===== src/rtl/wb_arbiter2x1.sv =====
// wb_arbiter2x1: round-robin arbiter sharing one pipelined Wishbone slave between two masters
module wb_arbiter2x1 #(
  parameter int MAX_OUTSTANDING = 4,
  parameter int AW = 32,
  parameter int DW = 32
) (
  input  logic            clk,
  input  logic            rst,
  input  logic            m0_cyc,
  input  logic            m0_stb,
  input  logic [AW-1:0]   m0_adr,
  input  logic            m0_we,
  input  logic [DW/8-1:0] m0_sel,
  input  logic [DW-1:0]   m0_wdata,
  output logic            m0_stall,
  output logic            m0_ack,
  output logic            m0_err,
  output logic [DW-1:0]   m0_rdata,
  input  logic            m1_cyc,
  input  logic            m1_stb,
  input  logic [AW-1:0]   m1_adr,
  input  logic            m1_we,
  input  logic [DW/8-1:0] m1_sel,
  input  logic [DW-1:0]   m1_wdata,
  output logic            m1_stall,
  output logic            m1_ack,
  output logic            m1_err,
  output logic [DW-1:0]   m1_rdata,
  output logic            s_cyc,
  output logic            s_stb,
  output logic [AW-1:0]   s_adr,
  output logic            s_we,
  output logic [DW/8-1:0] s_sel,
  output logic [DW-1:0]   s_wdata,
  input  logic            s_stall,
  input  logic            s_ack,
  input  logic            s_err,
  input  logic [DW-1:0]   s_rdata
);
  localparam int CW = $clog2(MAX_OUTSTANDING + 1);
  typedef enum logic [1:0] {IDLE, OWN0, OWN1} state_t;
  state_t state, state_nxt;
  logic last_grant;
  logic [CW-1:0] cnt, cnt_nxt;
  logic own0, own1, cap, acc, rsp;
  assign own0 = state == OWN0;
  assign own1 = state == OWN1;
  assign cap = cnt == CW'(MAX_OUTSTANDING);
  assign acc = s_stb & ~s_stall;
  assign rsp = s_ack | s_err;
  always_comb begin
    state_nxt = state;
    if (state == IDLE)
      state_nxt = (m0_cyc && (!m1_cyc || last_grant)) ? OWN0 : m1_cyc ? OWN1 : IDLE;
    else if (own0 ? !m0_cyc : !m1_cyc)
      state_nxt = IDLE;
  end
  always_comb begin
    cnt_nxt = cnt;
    if (state == IDLE || state_nxt == IDLE)
      cnt_nxt = '0;
    else if (acc && !rsp)
      cnt_nxt = cnt + CW'(1);
    else if (rsp && !acc && cnt != '0)
      cnt_nxt = cnt - CW'(1);
  end
  always_ff @(posedge clk) begin
    if (rst) begin
      state      <= IDLE;
      last_grant <= 1'b1;
      cnt        <= '0;
    end else begin
      state <= state_nxt;
      cnt   <= cnt_nxt;
      if (state == IDLE && state_nxt != IDLE)
        last_grant <= state_nxt == OWN1;
    end
  end
  assign s_cyc    = own0 ? m0_cyc : own1 ? m1_cyc : 1'b0;
  assign s_stb    = (own0 ? m0_stb : own1 ? m1_stb : 1'b0) & ~cap;
  assign s_adr    = own0 ? m0_adr : own1 ? m1_adr : '0;
  assign s_we     = own0 ? m0_we : own1 ? m1_we : 1'b0;
  assign s_sel    = own0 ? m0_sel : own1 ? m1_sel : '0;
  assign s_wdata  = own0 ? m0_wdata : own1 ? m1_wdata : '0;
  assign m0_stall = own0 ? (s_stall | cap) : 1'b1;
  assign m0_ack   = own0 & s_ack;
  assign m0_err   = own0 & s_err;
  assign m0_rdata = own0 ? s_rdata : '0;
  assign m1_stall = own1 ? (s_stall | cap) : 1'b1;
  assign m1_ack   = own1 & s_ack;
  assign m1_err   = own1 & s_err;
  assign m1_rdata = own1 ? s_rdata : '0;
endmodule


===== config.mk =====
export PLATFORM = sky130hd
export DESIGN_NAME = wb_arbiter2x1
export DESIGN_NICKNAME = d
export VERILOG_FILES = /design/src/rtl/wb_arbiter2x1.sv
export SDC_FILE = /design/constraint.sdc
export NUM_CORES = 1
export LEC_CHECK = 0
export CAP_MARGIN = 20
export CORE_AREA = 2 2 123 125
export CTS_BUF_LIST = sky130_fd_sc_hd__clkbuf_2
export CTS_CLUSTER_DIAMETER = 150
export DETAILED_ROUTE_END_ITERATION = 16
export DIE_AREA = 0 0 125 127
export GPL_TIMING_DRIVEN = 0
export PLACE_DENSITY = 0.55
export SLEW_MARGIN = 15
export SYNTH_ARGS = -nofsm -noshare
export SYNTH_HDL_FRONTEND = slang
export SYNTH_SLANG_ARGS = --single-unit

===== constraint.sdc =====
create_clock -name clk -period 2.6 [get_ports clk]
set_clock_uncertainty 0.1 [all_clocks]
set_input_delay 0.26 -clock clk [delete_from_list [all_inputs] [get_ports clk]]
set_output_delay 0.26 -clock clk [all_outputs]
set_load 0.05 [all_outputs]

# Word-level counts from Yosys, hierarchy flattened

Cells that the tools add are included.

Register bits after elaboration: 6
Bits of input ports: 179
Output and inout bits: 141
Word-level logic and storage cells: 59

Add/subtract/negate cells: 2
Equal/unequal tests: 4
Multiplexer cells: 23
Bitwise gates (word level): 10
Reduce and logical (&&, ||, !) cells: 17

Operators with widths:

| kind                | number |
|---|---|
| $mux 32             | 6 |
| $mux 1              | 9 |
| $mux 2              | 4 |
| $mux 4              | 2 |
| $and 1x1->1         | 6 |
| $mux 3              | 2 |
| $logic_and 1x1->1   | 5 |
| $eq 2x2->1 const B  | 2 |
| $logic_not 1->1     | 4 |
| $logic_not 2->1     | 2 |
| $reduce_bool 2->1   | 2 |
| $add 3x1->3 const B | 1 |
| $eq 3x3->1 const B  | 1 |
| $reduce_bool 3->1   | 1 |
| $sub 3x1->3 const B | 1 |
| $eq 2x1->1 const B  | 1 |
| $logic_or 1x1->1    | 2 |
| $not 1->1           | 2 |
| $or 1x1->1          | 2 |
| $reduce_or 2->1     | 1 |

# Depth between registers and ports, before layout

Depth in word-level cells: 10
Gate-level depth with buffers: 8
Depth with buffers taken out: 7

# Worst setup path after synthesis

No wires, ideal clock.

Path kind: register to register
Start: reg state[1]
End: reg cnt[2]
Library setup time: 72 ps
Arrival: 1842 ps
Required time: 2428 ps
Path slack: 586 ps
Cell stages (with the launch flop): 9
Buffers on the path: 1
Period minus slack after synthesis: 2014 ps
Cell sequence: dfxtp_1 buf_6 nand3b_4 a221oi_4 nand2_1 fa_1 and2_1 mux2i_1 mux2i_1

Longest elaborated chain between the ends: 9
Elaborated cells on any way between the ends: 19
Classes of those cells: eq/ne (2); mux (6); bitwise (2); reduce/logical (9)

RTL lines:

| what                               | RTL line | RTL |
|---|---|---|
| start: declaration                 | 42       | `state_t state, state_nxt;` |
| start signal: assignment           | 73       | `state <= state_nxt;` |
| $eq 2x2->1                         | 47       | `assign own1 = state == OWN1;` |
| $mux 1 (2 in a row)                | 80       | `assign s_stb = (own0 ? m0_stb : own1 ? m1_stb : 1'b0) & ~cap;` |
| $and 1x1->1                        | 80       |  |
| $and 1x1->1                        | 49       | `assign acc = s_stb & ~s_stall;` |
| $logic_not 1->1                    | 64       | `else if (rsp && !acc && cnt != '0)` |
| $logic_and 1x1->1 (2 in a row)     | 64       |  |
| $reduce_bool 2->1 (no source line) | --       |  |
| end signal: assignment             | 74       | `cnt <= cnt_nxt;` |
| end: declaration                   | 44       | `logic [CW-1:0] cnt, cnt_nxt;` |

Several ways; a longest one is shown, not always the timed one.
A chain may end at the register's enable or synchronous reset.

# Worst setup path after layout

Start: reg state[1]
End: out m1_rdata[31]

Longest elaborated chain between the ends: 2

RTL lines:

| what             | RTL line | RTL |
|---|---|---|
| $eq 2x2->1       | 47       |  |
| $mux 32          | 92       | `assign m1_rdata = own1 ? s_rdata : '0;` |
| end: declaration | 28       | `output logic [DW-1:0] m1_rdata,` |

No other way between the ends.

==> results.toml <==
[die]
initial_utilization_pct = 11.03
rows = 44
fp.coreArea_um2 = 14420
die_w_um = 125
die_y_um = 127
die_area_um2 = 15880
ios = 320

[sta]
worst_slack_ns = 0.1942
period_minus_slack_ns = 2.406
hold_violations = 0
finalSetupViolCount = 0
period_share_pct = 92.53
slew_viol_final = 0
max-slew-margin-rel_pct = 64.53
max_freq_mhz = 415.7
worst_slew_pin_slew_ns = 0.5341
holdWs_ns = 0.4006

[yosys]
synth_area_leaders = "a22o_1 (38%), and2_1 (27%), dfxtp_1 (7.6%)"
syn_inst = 212
synthFlopType = "dfxtp_1"
yosys.area.top_type = "a22o_1"
avgSynthCellArea_um2 = 7.501
yosysUniqueCellTypes = 24
yosys_warnings = 0
async_reset_ff_share_pct = 0
synth_edf_count = 0
netlist.area_leader.share_pct = 38.00
synthesis.area_um2 = 1590
yosys_register_bits = 6
synth_nets = 392
yosysSeqAreaShare_pct = 7.553

[power_and_ir_drop]
ir_worst_vdd_uv = 187.0
leakagePower_nw = 2.195
p_per_area_nw_per_um2 = 288.0

[worst_hold_path]
holdCritStartpoint = "last_grant"
hp-class = "flip-flop to flip-flop"

[placed_design]
dp.final_hpwl_um = 10530
portBuffers = 319
place.gp.congestion = 0.9289
place_ws_ns = -0.1544

[detailed_routing]
drc = 0
drt_wl_total_um = 12030
vias_per_cell = 3.950
dr_total_vias = 2836
dr.first_iter.drc_count = 97
wire_per_inst_um = 16.75
final_antenna_net_count = 0
drt_pass1_iterations = 4

[critical_path]
cp_top_family = "buffers and inverters"
crit_start = "state[1]"
slowest_stage = "dlygate4sd2_1"
critPathLaunchType = "flip-flop"
critPathKind = "flip-flop to output pin"
endpoint_kind = "output pin"
reg2reg_from = "state[1]"
cp_max_fo = 10
critical_path_buf_inv_count = 4
cp.arrival_ns = 2.05
required_ns = 2.24
r2r_slack_ns = 0.43
crit_chain = "buf_6 -> nor2b_1 -> buf_2 -> clkbuf_1 -> and2_1 -> dlygate4sd2_1"
max_stage_delay_ns = 0.55

[finish]
fillers = 1548
drive_gt1_share_pct = 21.91
diodes = 0
final_nets = 716
area_growth_pct = 203.8

[cts]
root_buffer = "clkbuf_2"
cts_tree = "yes"
clk_path_buf_depth = 2
post_cts_buffers = 0
h-tree-depth = 1
numCtsBuffers = 3
cts_hold_buffers = 0
clock-sinks = 6
clk_latency_ns = 0.22
clk_transition_reported_paths_ns = 0.07
post_cts_resized = 267

[global_routing]
grtUsageTotal_pct = 13.28
grt_pass1_wl_um = 16880
grt_pass1_vias = 2808
grt_overflow = 0
antenna_found_initial = 0
grt_max_degree = 11

[run]
drv_cap = 0

[outcome]
status = "complete, no violations"
## sequential cells by signal, summed over array words and instances (netlist names)
signal	flops
state	2
cnt	3
last_grant	1
## cell type report
| cell class | count | area (µm²) | share of cell area (%) |
|---|---|---|---|
| flip-flops and latches | 6 | 120.1 | 2.486 |
| clock buffers | 3 | 15.01 | 0.3108 |
| multi-input cells | 179 | 1339 | 27.71 |
| plain buffers | 25 | 135.1 | 2.797 |
| repair buffers | 319 | 2984 | 61.77 |
| well taps | 184 | 230.2 | 4.766 |
| inverters | 2 | 7.507 | 0.1554 |
## per-stage QoR
step | std cells | instance area, µm² | TNS (ns) | util [%] | power, mW
2_1_floorplan | 212 | 1590 | 0 | - | 0.8114
3_3_place_gp | 715 | 5014 | -4.087 | 34.76 | 1.419
3_5_place_dp | 715 | 5014 | -5.634 | 34.76 | 1.422
4_1_cts | 718 | 5017 | 0 | 34.78 | 1.419
5_1_grt | 718 | 4831 | -0.0004730 | 33.49 | 1.456
6_report | 718 | 4831 | 0 | 33.49 | 1.391
## cell usage after synthesis, drive strengths merged, types with 2 or more instances
cell type	n
a21oi	4
a22o	69
and2	69
buf	14
clkbuf	11
dfxtp	6
inv	2
mux2i	5
nand2	9
nand2b	3
nand3b	3
nor2	6
o21ai	2
## kinds of logic after synthesis
kind of cell	Yosys count	synth area share [%]
flip-flops	6	7.553
AND/OR/NAND/NOR	94	36.74
AO/OA/AOI/OAI	79	43.04
multiplexers	5	3.147
buffers and inverters	27	8.261
adder cells (fa/ha/maj)	1	1.259
## placed cells by master, fill, tap and decap left out, types with 2 or more instances in the layout
cell type	instances
clkdlybuf4s50_1	180
and2_1	69
a22o_1	69
clkbuf_2	50
clkdlybuf4s15_2	50
dlygate4sd2_1	43
buf_2	9
nand2_1	9
clkbuf_1	8
nor2_1	6
dfxtp_1	6
mux2i_1	5
a21oi_1	4
clkbuf_4	3
nand2b_1	3
buf_6	2
nand3b_4	2
o21ai_0	2
inv_1	2
## worst paths after layout
| check | endpoint | depth (start not counted) |
|---|---|---|
| setup / recovery | m1_rdata[31] | 6 |
| hold / removal | last_grant | 2 |
| setup reg to reg | cnt[2] | 8 |
| hold reg to reg | last_grant | 2 |
## per-layer routing
layer | share of wire (%) | global-route usage (%) | vias to the layer above | wire length (µm)
li1 | - | - | 1428 | -
met1 | 43 | 17.40 | 1288 | 5179
met2 | 51 | 24.33 | 116 | 6122
met3 | 5.5 | 1.759 | 4 | 658
met4 | 0.57 | 0.9150 | 0 | 68
met5 | 0 | 0 | - | 0
## tightest hold or removal path, delay by kind of cell, from the launching register on
family | cells | cell delay [ns]
AO/OA/AOI/OAI | 1 | 0.08
flip-flops | 1 | 0.33
AND/OR/NAND/NOR | 1 | 0.05
## where the power goes
group / switching [mW] / internal [mW]
combinational: 0.745 / 0.484
sequential: 0.00250 / 0.0961
clock: 0.0327 / 0.0312
total: 0.780 / 0.611
(Power assumes the default switching activity.)
